## src/rtl/trap_sequencer_pkg.sv

```systemverilog
// Shared definitions for the trap sequencer: cause codes, pc select values,
// FSM encoding and the pending/decision records passed to the priority encoder.
package trap_sequencer_pkg;

  localparam int CAUSE_W = 5;
  localparam int NUM_SRC = 5;

  localparam logic [CAUSE_W-1:0] CAUSE_ILL     = 5'd2;
  localparam logic [CAUSE_W-1:0] CAUSE_ECALL_M = 5'd11;
  localparam logic [CAUSE_W-1:0] CAUSE_MEI     = 5'd11;
  localparam logic [CAUSE_W-1:0] CAUSE_MSI     = 5'd3;
  localparam logic [CAUSE_W-1:0] CAUSE_MTI     = 5'd7;

  localparam logic [1:0] PC_SEL_SEQ   = 2'b00;
  localparam logic [1:0] PC_SEL_MTVEC = 2'b01;
  localparam logic [1:0] PC_SEL_MEPC  = 2'b10;

  typedef enum logic [2:0] {
    ST_IDLE,
    ST_TAKE,
    ST_FLUSH,
    ST_HANDLER,
    ST_RET
  } state_e;

  // Field order matches the source index: bit 4 is the highest priority.
  typedef struct packed {
    logic ill;
    logic ecall;
    logic mei;
    logic msi;
    logic mti;
  } pend_t;

  typedef struct packed {
    logic               valid;
    logic               irq;
    logic [CAUSE_W-1:0] cause;
  } dec_t;

  localparam logic [NUM_SRC-1:0][CAUSE_W-1:0] SRC_CAUSE =
    {CAUSE_ILL, CAUSE_ECALL_M, CAUSE_MEI, CAUSE_MSI, CAUSE_MTI};
  localparam logic [NUM_SRC-1:0] SRC_IS_IRQ = 5'b00111;

endpackage

```

## src/rtl/trap_sequencer_if.sv

```systemverilog
// Trap sequencer signal bundle: interrupt sources, CSR enables, EX commands
// in; trap/return strobes and redirect controls out.
interface trap_sequencer_if;
  import trap_sequencer_pkg::*;

  logic               ext_irq;
  logic               sw_irq;
  logic               timer_irq;
  logic               csr_meie;
  logic               csr_msie;
  logic               csr_mtie;
  logic               csr_gie;
  logic               illegal_ops_ex;
  logic               cmd_ecall_ex;
  logic               cmd_mret_ex;
  logic               stall;
  logic               trap_take;
  logic               trap_irq;
  logic [CAUSE_W-1:0] trap_cause;
  logic               mret_take;
  logic               flush_req;
  logic [1:0]         pc_sel;
  logic               in_handler;

  modport master (
    input  ext_irq, sw_irq, timer_irq, csr_meie, csr_msie, csr_mtie, csr_gie,
           illegal_ops_ex, cmd_ecall_ex, cmd_mret_ex, stall,
    output trap_take, trap_irq, trap_cause, mret_take, flush_req, pc_sel, in_handler
  );

  modport slave (
    output ext_irq, sw_irq, timer_irq, csr_meie, csr_msie, csr_mtie, csr_gie,
           illegal_ops_ex, cmd_ecall_ex, cmd_mret_ex, stall,
    input  trap_take, trap_irq, trap_cause, mret_take, flush_req, pc_sel, in_handler
  );
endinterface

```

## src/rtl/trap_sequencer_prio_enc.sv

```systemverilog
// Combinational trap priority encoder: highest-index pending source wins and
// supplies its cause code and interrupt flag.
module trap_prio_enc
  import trap_sequencer_pkg::*;
(
  input  pend_t i_pend,
  output dec_t  o_dec
);

  logic [NUM_SRC-1:0] w_vec;

  assign w_vec = i_pend;

  // Ascending scan so the last (highest-priority) hit overwrites earlier ones.
  always_comb begin
    o_dec = '0;
    for (int i = 0; i < NUM_SRC; i++) begin
      if (w_vec[i]) begin
        o_dec.valid = 1'b1;
        o_dec.irq   = SRC_IS_IRQ[i];
        o_dec.cause = SRC_CAUSE[i];
      end
    end
  end

endmodule

```

## src/rtl/trap_sequencer.sv

```systemverilog
// Trap entry/exit sequencer: arbitrates exceptions and M-mode interrupts,
// issues the single trap-take / mret strobe and holds flush for the redirect.
module trap_sequencer
  import trap_sequencer_pkg::*;
#(
  parameter int FLUSH_CYCLES = 2,
  parameter int IRQ_SYNC     = 1
) (
  input  logic             clk,
  input  logic             rst_n,
  trap_sequencer_if.master bus
);

  localparam logic [2:0] FLUSH_LOAD = 3'(FLUSH_CYCLES - 1);

  state_e             r_state;
  state_e             w_state_nxt;
  logic [1:0]         r_ext_sync;
  logic [1:0]         r_sw_sync;
  logic [2:0]         r_cnt;
  logic               r_exit;
  logic               r_in_hdl;
  logic               r_irq;
  logic [CAUSE_W-1:0] r_cause;

  logic               w_ext;
  logic               w_sw;
  logic               w_irq_ok;
  pend_t              w_pend;
  dec_t               w_dec;
  logic               w_take_go;
  logic               w_ret_go;
  logic               w_trap_take;
  logic               w_mret_take;
  logic               w_flush;
  logic [1:0]         w_pc_sel;

  always_ff @(posedge clk) begin
    if (!rst_n) begin
      r_ext_sync <= '0;
      r_sw_sync  <= '0;
    end else begin
      r_ext_sync <= {r_ext_sync[0], bus.ext_irq};
      r_sw_sync  <= {r_sw_sync[0],  bus.sw_irq};
    end
  end

  assign w_ext = (IRQ_SYNC != 0) ? r_ext_sync[1] : bus.ext_irq;
  assign w_sw  = (IRQ_SYNC != 0) ? r_sw_sync[1]  : bus.sw_irq;

  // Interrupts only compete from IDLE; inside a handler there is no nesting.
  assign w_irq_ok   = (r_state == ST_IDLE) & bus.csr_gie;
  assign w_pend.ill   = bus.illegal_ops_ex;
  assign w_pend.ecall = bus.cmd_ecall_ex;
  assign w_pend.mei   = w_irq_ok & w_ext & bus.csr_meie;
  assign w_pend.msi   = w_irq_ok & w_sw & bus.csr_msie;
  assign w_pend.mti   = w_irq_ok & bus.timer_irq & bus.csr_mtie;

  trap_prio_enc u_prio (
    .i_pend (w_pend),
    .o_dec  (w_dec)
  );

  always_ff @(posedge clk) begin
    if (!rst_n) r_state <= ST_IDLE;
    else        r_state <= w_state_nxt;
  end

  always_comb begin
    w_state_nxt = r_state;
    w_take_go   = 1'b0;
    w_ret_go    = 1'b0;
    w_trap_take = 1'b0;
    w_mret_take = 1'b0;
    w_flush     = 1'b0;
    w_pc_sel    = PC_SEL_SEQ;
    case (r_state)
      ST_IDLE, ST_HANDLER: begin
        if (!bus.stall) begin
          if (w_dec.valid) begin
            w_take_go   = 1'b1;
            w_state_nxt = ST_TAKE;
          end else if (bus.cmd_mret_ex) begin
            w_ret_go    = 1'b1;
            w_state_nxt = ST_RET;
          end
        end
      end
      ST_TAKE: begin
        w_trap_take = 1'b1;
        w_flush     = 1'b1;
        w_pc_sel    = PC_SEL_MTVEC;
        w_state_nxt = (FLUSH_CYCLES == 1) ? ST_HANDLER : ST_FLUSH;
      end
      ST_RET: begin
        w_mret_take = 1'b1;
        w_flush     = 1'b1;
        w_pc_sel    = PC_SEL_MEPC;
        w_state_nxt = (FLUSH_CYCLES == 1) ? ST_IDLE : ST_FLUSH;
      end
      ST_FLUSH: begin
        w_flush = 1'b1;
        if (r_cnt <= 3'd1) w_state_nxt = r_exit ? ST_IDLE : ST_HANDLER;
      end
      default: w_state_nxt = ST_IDLE;
    endcase
  end

  always_ff @(posedge clk) begin
    if (!rst_n) begin
      r_cnt    <= '0;
      r_exit   <= 1'b0;
      r_in_hdl <= 1'b0;
      r_irq    <= 1'b0;
      r_cause  <= '0;
    end else if (w_take_go) begin
      r_cnt    <= FLUSH_LOAD;
      r_exit   <= 1'b0;
      r_in_hdl <= 1'b1;
      r_irq    <= w_dec.irq;
      r_cause  <= w_dec.cause;
    end else if (w_ret_go) begin
      r_cnt    <= FLUSH_LOAD;
      r_exit   <= 1'b1;
      r_in_hdl <= 1'b0;
    end else if (r_state == ST_FLUSH) begin
      r_cnt    <= r_cnt - 3'd1;
    end
  end

  assign bus.trap_take  = w_trap_take;
  assign bus.mret_take  = w_mret_take;
  assign bus.flush_req  = w_flush;
  assign bus.pc_sel     = w_pc_sel;
  assign bus.in_handler = r_in_hdl;
  assign bus.trap_irq   = r_irq;
  assign bus.trap_cause = r_cause;

endmodule

```

## src/flat_wrapper.sv

```systemverilog
// flat-port wrapper written by rule: the top's interface ports become plain ports
module trap_sequencer_flat import trap_sequencer_pkg::*;
#(
  parameter int FLUSH_CYCLES = 2,
  parameter int IRQ_SYNC     = 1
)
  (clk, rst_n, bus_ext_irq, bus_sw_irq, bus_timer_irq, bus_csr_meie, bus_csr_msie, bus_csr_mtie, bus_csr_gie, bus_illegal_ops_ex, bus_cmd_ecall_ex, bus_cmd_mret_ex, bus_stall, bus_trap_take, bus_trap_irq, bus_trap_cause, bus_mret_take, bus_flush_req, bus_pc_sel, bus_in_handler);
  trap_sequencer_if bus_i ();
  input  logic clk;
  input  logic rst_n;
  input wire logic [$bits(bus_i.ext_irq)-1:0] bus_ext_irq;
  input wire logic [$bits(bus_i.sw_irq)-1:0] bus_sw_irq;
  input wire logic [$bits(bus_i.timer_irq)-1:0] bus_timer_irq;
  input wire logic [$bits(bus_i.csr_meie)-1:0] bus_csr_meie;
  input wire logic [$bits(bus_i.csr_msie)-1:0] bus_csr_msie;
  input wire logic [$bits(bus_i.csr_mtie)-1:0] bus_csr_mtie;
  input wire logic [$bits(bus_i.csr_gie)-1:0] bus_csr_gie;
  input wire logic [$bits(bus_i.illegal_ops_ex)-1:0] bus_illegal_ops_ex;
  input wire logic [$bits(bus_i.cmd_ecall_ex)-1:0] bus_cmd_ecall_ex;
  input wire logic [$bits(bus_i.cmd_mret_ex)-1:0] bus_cmd_mret_ex;
  input wire logic [$bits(bus_i.stall)-1:0] bus_stall;
  output wire logic [$bits(bus_i.trap_take)-1:0] bus_trap_take;
  output wire logic [$bits(bus_i.trap_irq)-1:0] bus_trap_irq;
  output wire logic [$bits(bus_i.trap_cause)-1:0] bus_trap_cause;
  output wire logic [$bits(bus_i.mret_take)-1:0] bus_mret_take;
  output wire logic [$bits(bus_i.flush_req)-1:0] bus_flush_req;
  output wire logic [$bits(bus_i.pc_sel)-1:0] bus_pc_sel;
  output wire logic [$bits(bus_i.in_handler)-1:0] bus_in_handler;
  assign bus_i.ext_irq = bus_ext_irq;
  assign bus_i.sw_irq = bus_sw_irq;
  assign bus_i.timer_irq = bus_timer_irq;
  assign bus_i.csr_meie = bus_csr_meie;
  assign bus_i.csr_msie = bus_csr_msie;
  assign bus_i.csr_mtie = bus_csr_mtie;
  assign bus_i.csr_gie = bus_csr_gie;
  assign bus_i.illegal_ops_ex = bus_illegal_ops_ex;
  assign bus_i.cmd_ecall_ex = bus_cmd_ecall_ex;
  assign bus_i.cmd_mret_ex = bus_cmd_mret_ex;
  assign bus_i.stall = bus_stall;
  assign bus_trap_take = bus_i.trap_take;
  assign bus_trap_irq = bus_i.trap_irq;
  assign bus_trap_cause = bus_i.trap_cause;
  assign bus_mret_take = bus_i.mret_take;
  assign bus_flush_req = bus_i.flush_req;
  assign bus_pc_sel = bus_i.pc_sel;
  assign bus_in_handler = bus_i.in_handler;
  trap_sequencer #(.FLUSH_CYCLES(FLUSH_CYCLES), .IRQ_SYNC(IRQ_SYNC)) u_core (.clk(clk), .rst_n(rst_n), .bus(bus_i));
endmodule
```

## config.mk

```make
export PLATFORM = sky130hd
export DESIGN_NAME = trap_sequencer_flat
export DESIGN_NICKNAME = d
export VERILOG_FILES = /design/src/rtl/trap_sequencer_pkg.sv /design/src/rtl/trap_sequencer_if.sv /design/src/rtl/trap_sequencer_prio_enc.sv /design/src/rtl/trap_sequencer.sv /design/src/flat_wrapper.sv
export SDC_FILE = /design/constraint.sdc
export NUM_CORES = 1
export LEC_CHECK = 0
export ABC_AREA = 0
export CAP_MARGIN = 20
export CORE_MARGIN = 4
export CORE_UTILIZATION = 30
export CTS_CLUSTER_SIZE = 24
export DETAILED_ROUTE_END_ITERATION = 16
export SYNTH_ARGS = -nofsm -noshare
export SYNTH_HDL_FRONTEND = slang
export SYNTH_SLANG_ARGS = --single-unit
```

## constraint.sdc

```tcl
create_clock -name clk -period 2.7 [get_ports clk]
set_input_delay 0.54 -clock clk [delete_from_list [all_inputs] [get_ports clk]]
set_output_delay 0.54 -clock clk [all_outputs]
set_load 0.1 [all_outputs]
```

==> metrics.md, run 1 <==
| Metric | Value |
|---|---|
| Status | complete, no violations |
| Slowest cell on the critical path | dfxtp_1 |
| Final setup violating endpoints | 0 |
| Clk_lat worst skew | 0.29 ns |
| Fin crit period | 2.13 ns |
| FP Rows | 19 |
| Routability congestion estimate | 0.862 |
| # resized after CTS | 0 |
| CP Launch Type | flop |
| Req. time, crit path | 2.16 ns |
| Synth Cell Area | 888 um2 |
| R2R cell count | 4 |
| Static leakage | 0.437 nW |
| Post-CTS Setup Bufs | 0 |
| H-tree depth | 1 |
| Worst Hold Launch | u_core.r_ext_sync[0]$_SDFF_PN0_ |
| Final TNS setup | 0 ns |
| Slew @ Worst Pin | 0.582 ns |
| Largest net degree at the start of global routing | 15 |
| Worst path bufs/invs | 2 |
| Worst R2R Start | u_core.r_state[2]$_SDFFE_PN0P_ |
| WP data arrival | 1.59 ns |
| Post-synthesis cell count | 98 |
| DR pass1 iterations | 4 |
| Layout cell share with drive strength beyond 1 | 23.3% |
| Routed wire length | 1920 um |
| IO Port Bufs | 23 |
| Synth area leaders | dfxtp_1 (38%), or3b_2 (3.0%), and2_1 (2.8%), ha_1 (2.8%), nor3_1 (2.8%) |
| Hold Vio Cnt, Final | 0 |
| DR vias | 753 |
| Initial DRC count | 17 |
| CP Capture Type | primary output |
| Number of global-route vias before repair | 768 |
| Num Clock Sinks | 17 |
| Worst vdd ir | 0.000632 V |
| Initial antenna violation count | 0 |
| Die H | 62.4 um |
| Util after Layout | 40.9% |
| Hold Crit Depth | 1 |
| EDFF count, synth | 0 |
| Finished Cell Area | 1140 um2 |
| DRC Markers | 0 |
| Cell count along the critical path | 4 |
| Yosys Warn Count | 0 |
| Crit-path cells | inv_1 -> nor3_2 -> a21o_1 -> buf_4 |
| Global Route Usage Sum | 10.6% |
| PD cells | 1180 nW/um2 |
| Crit-path leading delay family | flip-flops |
| Min Hold Slack | 0.443 ns |
| Crit-path max cell delay | 0.49 ns |
| Number of diodes | 0 |
| DIE AREA | 3900 um2 |
| Post-Syn Area per Cell | 9.06 um2 |
| Antenna Violating Nets Remaining | 0 |
| Yosys top cell by area | dfxtp_1 |
| Critical path origin | u_core.r_state[0]$_SDFFE_PN0P_ |
| First-pass GRT wire length | 3430 um |
| Hold buffers post-CTS | 0 |
| IO Pins | 25 |
| Asr flop ratio synth | 0% |
| Max capacitance violation total | 0 |
| Yosys cell types | 43 |
| Sequential Area | 340 um2 |
| Die Width | 62.4 um |
| RSZ-0062 raised after global routing | no |
| Fmax | 0.469 GHz |
| Core Box Area | 2780 um2 |
| Clk buf depth | 2 |
| Most common library cells after synthesis | dfxtp_1 (17), inv_1 (6), nand2_1 (6), nor2_1 (6) |
| Worst-path clk slew | 0.11 ns |
| Pre-CTS setup slack | 0.324 ns |
| Final worst setup slack | 0.568 ns |
| Non-filler instance count after layout | 151 |
| Top_reg_cell synth | dfxtp_1 |
| Area share of the largest cell type after synthesis | 38.3% |
| Hold crit path type | flop to flop |
| Most frequent cell after synthesis | dfxtp_1 |
| Clk root buf | clkbuf_4 |
| Num CTS Buffers | 3 |
| Filler instances | 281 |
| Multi-input combinational cell area | 504 um2 |
| Starting Density | 31.9% |
| Critical path fanouts, max | 7 |
| Clk_skew | 0.00217 ns |
| CTS tree | built |
| DPL Wire Length | 1520 um |
| Vias/cell | 4.99 |
| Total grt overflow | 0 |
| Overall power | 1.34 mW |
| Post-synthesis register bit count | 17 |
| DR WL/cell | 12.7 um |
| Fin nets | 136 |
| Worst slew margin | 61.2% |
| Area post-placement | 1110 um2 |
| Seq/Total Area, Yosys | 38.3% |
| Inst Count DP | 147 |
| Setup CP Type | flop to primary output |
| Final slew viol count | 0 |
| Area Overhead vs Synth | 28.2% |
| Final cycle utilization of the critical path | 79.0% |
| Synthesized Nets | 113 |
report_power, final:
group	internal, mW	switching [mW]	total (mW)
Combinational	0.243	0.585	0.828
Clock	0.0563	0.0861	0.142
Sequential	0.304	0.0667	0.371
flip-flops by register name (all words and copies together), names as in the netlist:
register	count
u_core.bus.trap_cause	4
u_core.r_cnt	3
u_core.r_state	3
u_core.r_ext_sync	2
u_core.r_sw_sync	2
u_core.bus.in_handler	1
u_core.bus.trap_irq	1
u_core.r_exit	1
worst paths after layout:
| kind | to | slack, ns |
|---|---|---|
| worst max-delay path | bus_flush_req | 0.57 |
| worst min-delay path | u_core.r_ext_sync[1]$_SDFF_PN0_ | 0.44 |
| worst max register to register | u_core.r_cnt[0]$_SDFFE_PN0P_ | 0.82 |
| worst min register to register | u_core.r_ext_sync[1]$_SDFF_PN0_ | 0.44 |
metal layers:
metal | routed length [um] | part of all wire, % | track usage (%) | up-vias
li1 | - | - | - | 397
met1 | 923 | 48 | 12.7 | 339
met2 | 885 | 46 | 17.4 | 15
met3 | 94 | 4.9 | 4.14 | 2
met4 | 13 | 0.68 | 2.92 | 0
met5 | 0 | 0 | 0 | -
logic make-up after synthesis:
family	Yosys count	share of synthesized area (%)
muxes	1	1.13
DFF	17	38.3
AOI/OAI and AO/OA	29	24.9
adders and majority gates	2	2.82
other	1	0.422
buffers and inverters	11	6.34
and+or+nand+nor	33	22.1
xor gates and xnor gates	4	3.94
cell usage in the layout (no fill, tap or decap), types with 3 or more instances in the layout:
cell             instances
buf_4                   11
nor3_1                   3
o21ai_0                  5
a21oi_1                  4
nand2_1                  6
or3b_2                   3
nor2_1                   5
clkbuf_4                 3
and2_1                   4
clkdlybuf4s50_1         12
dfxtp_1                 17
inv_1                    6
worst register-to-register path: stages (launching register included):
cell	delay [ns]
dfxtp_1	0.46
or4b_4	0.58
o21a_4	0.26
and3_4	0.20
o31a_1	0.29
area by class of cell:
type                            instances  area share [%]
Clock buffer                            3            1.98
Clock inverter                          1           0.659
Inverter                                6            1.98
Multi-Input combinational cell         70            44.3
Sequential cell                        17            29.9
Tap cell                               31            3.41
Timing Repair Buffer                   23            17.8
(Power assumes the default switching activity.)
==> run 2, diff against run 1 <==
Clock period 2.7 ns to 2.17 ns, I/O delays scaled along.
==> run 2 against run 1 <==
Worst setup slack worse by 0.43 ns. Sequential share of layout area is 3.4 points lower. First-iteration DRC count is 35% lower. Clock skew is 0.0023 ns higher. Total power is 42% higher. Largest cell class unchanged. Critical path depth stayed put. Worst hold slack better by 0.00053 ns. Clock power is 18% higher. Die area stayed put. Cell count is 5.3% higher.
==> metrics.md, run 2 (same netlist as run 1, synthesis figures left out) <==
| Metric | Value |
|---|---|
| Status | complete, no violations |
| IO Pins | 25 |
| DR WL/cell | 12.5 um |
| Starting Density | 31.9% |
| Inst Count DP | 155 |
| Worst-path clk slew | 0.10 ns |
| Slew @ Worst Pin | 0.565 ns |
| CTS tree | built |
| Initial antenna violation count | 0 |
| CP Capture Type | primary output |
| Number of global-route vias before repair | 811 |
| Core Box Area | 2780 um2 |
| IO Port Bufs | 23 |
| # resized after CTS | 0 |
| Post-CTS Setup Bufs | 0 |
| Final cycle utilization of the critical path | 93.7% |
| Static leakage | 0.498 nW |
| Fin crit period | 2.03 ns |
| Final setup violating endpoints | 0 |
| Fin nets | 144 |
| Pre-CTS setup slack | -0.0501 ns |
| Routability congestion estimate | 0.793 |
| Req. time, crit path | 1.74 ns |
| R2R cell count | 4 |
| DIE AREA | 3900 um2 |
| RSZ-0062 raised after global routing | no |
| Initial DRC count | 11 |
| Clk_lat worst skew | 0.29 ns |
| Die H | 62.4 um |
| Largest net degree at the start of global routing | 14 |
| Hold Vio Cnt, Final | 0 |
| Global Route Usage Sum | 11.4% |
| Antenna Violating Nets Remaining | 0 |
| Filler instances | 257 |
| Worst slew margin | 62.2% |
| DPL Wire Length | 1570 um |
| Setup CP Type | flop to primary output |
| Total grt overflow | 0 |
| Clk buf depth | 2 |
| Hold crit path type | flop to flop |
| H-tree depth | 1 |
| Layout cell share with drive strength beyond 1 | 28.9% |
| DR pass1 iterations | 4 |
| Clk root buf | clkbuf_4 |
| DR vias | 814 |
| Max capacitance violation total | 0 |
| Vias/cell | 5.12 |
| Num CTS Buffers | 3 |
| FP Rows | 19 |
| PD cells | 1480 nW/um2 |
| Hold buffers post-CTS | 0 |
| Num Clock Sinks | 17 |
| Die Width | 62.4 um |
| Number of flip-flops under the largest register name | 4 |
| Number of diodes | 0 |
| Hold Crit Depth | 1 |
| DRC Markers | 0 |
| Final slew viol count | 0 |
| Non-filler instance count after layout | 159 |
| Worst vdd ir | 0.000896 V |
| Most common cell after layout, fill and taps aside | dfxtp_1 |
| Critical path fanouts, max | 7 |
| Area Overhead vs Synth | 44.5% |
| Routed wire length | 1990 um |
| Commonest cells after routing, fill and taps aside | dfxtp_1 (17), buf_4 (14), clkdlybuf4s50_1 (12), inv_1 (6), nand2_1 (6) |
| CP Launch Type | flop |
| Fmax | 0.492 GHz |
| Clk_skew | 0.00447 ns |
| WP data arrival | 1.60 ns |
| Final worst setup slack | 0.136 ns |
| First-pass GRT wire length | 3660 um |
run 2: per-layer routing:
metal,vias up,GRT usage (%),share of wire [%]
li1,419,-,-
met1,379,15.0,49
met2,14,18.0,46
met3,2,2.70,3.7
met4,0,3.98,0.50
met5,-,0,0
run 2: through the flow:
stage               TNS, ns  total power, mW  hold slack (ns)  util (%)  cell area (um2)
detailed placement  -0.0748             1.74            0.421      45.2             1260
global route              0             2.02            0.464      46.2             1280
global placement    -0.0273             1.73            0.417      45.2             1260
CTS                       0             1.91            0.447      46.2             1280
floorplan            -0.153             1.38            0.412         -              926
finish                    0             1.90            0.443      46.2             1280
run 2: where the power goes:
part	internal, mW	switching (mW)
Clock	0.0684	0.0995
Combinational	0.479	0.820
Sequential	0.379	0.0525
Total	0.926	0.972
run 2: area by class of cell:
class                           instances  area (um2)  share of cell area [%]
Inverter                                6        22.5                    1.75
Clock inverter                          1        5.00                   0.390
Multi-Input combinational cell         70         529                    41.2
Clock buffer                            3        22.5                    1.75
Timing Repair Buffer                   31         325                    25.3
Sequential cell                        17         340                    26.5
Tap cell                               31        38.8                    3.02
run 2: path summary, 6_finish.rpt:
path              slack, ns                             end                            from
setup / recovery       0.14                   bus_flush_req  u_core.r_state[0]$_SDFFE_PN0P_
hold / removal         0.44  u_core.r_sw_sync[1]$_SDFF_PN0_  u_core.r_sw_sync[0]$_SDFF_PN0_
setup reg to reg       0.35    u_core.r_cnt[0]$_SDFFE_PN0P_  u_core.r_state[0]$_SDFFE_PN0P_
hold reg to reg        0.44  u_core.r_sw_sync[1]$_SDFF_PN0_  u_core.r_sw_sync[0]$_SDFF_PN0_
run 2: worst max-delay path, cell delays in order, from the launching register on:
cell	delay (ns)
dfxtp_1	0.52
inv_1	0.21
nor3_4	0.29
a21o_4	0.13
buf_12	0.16
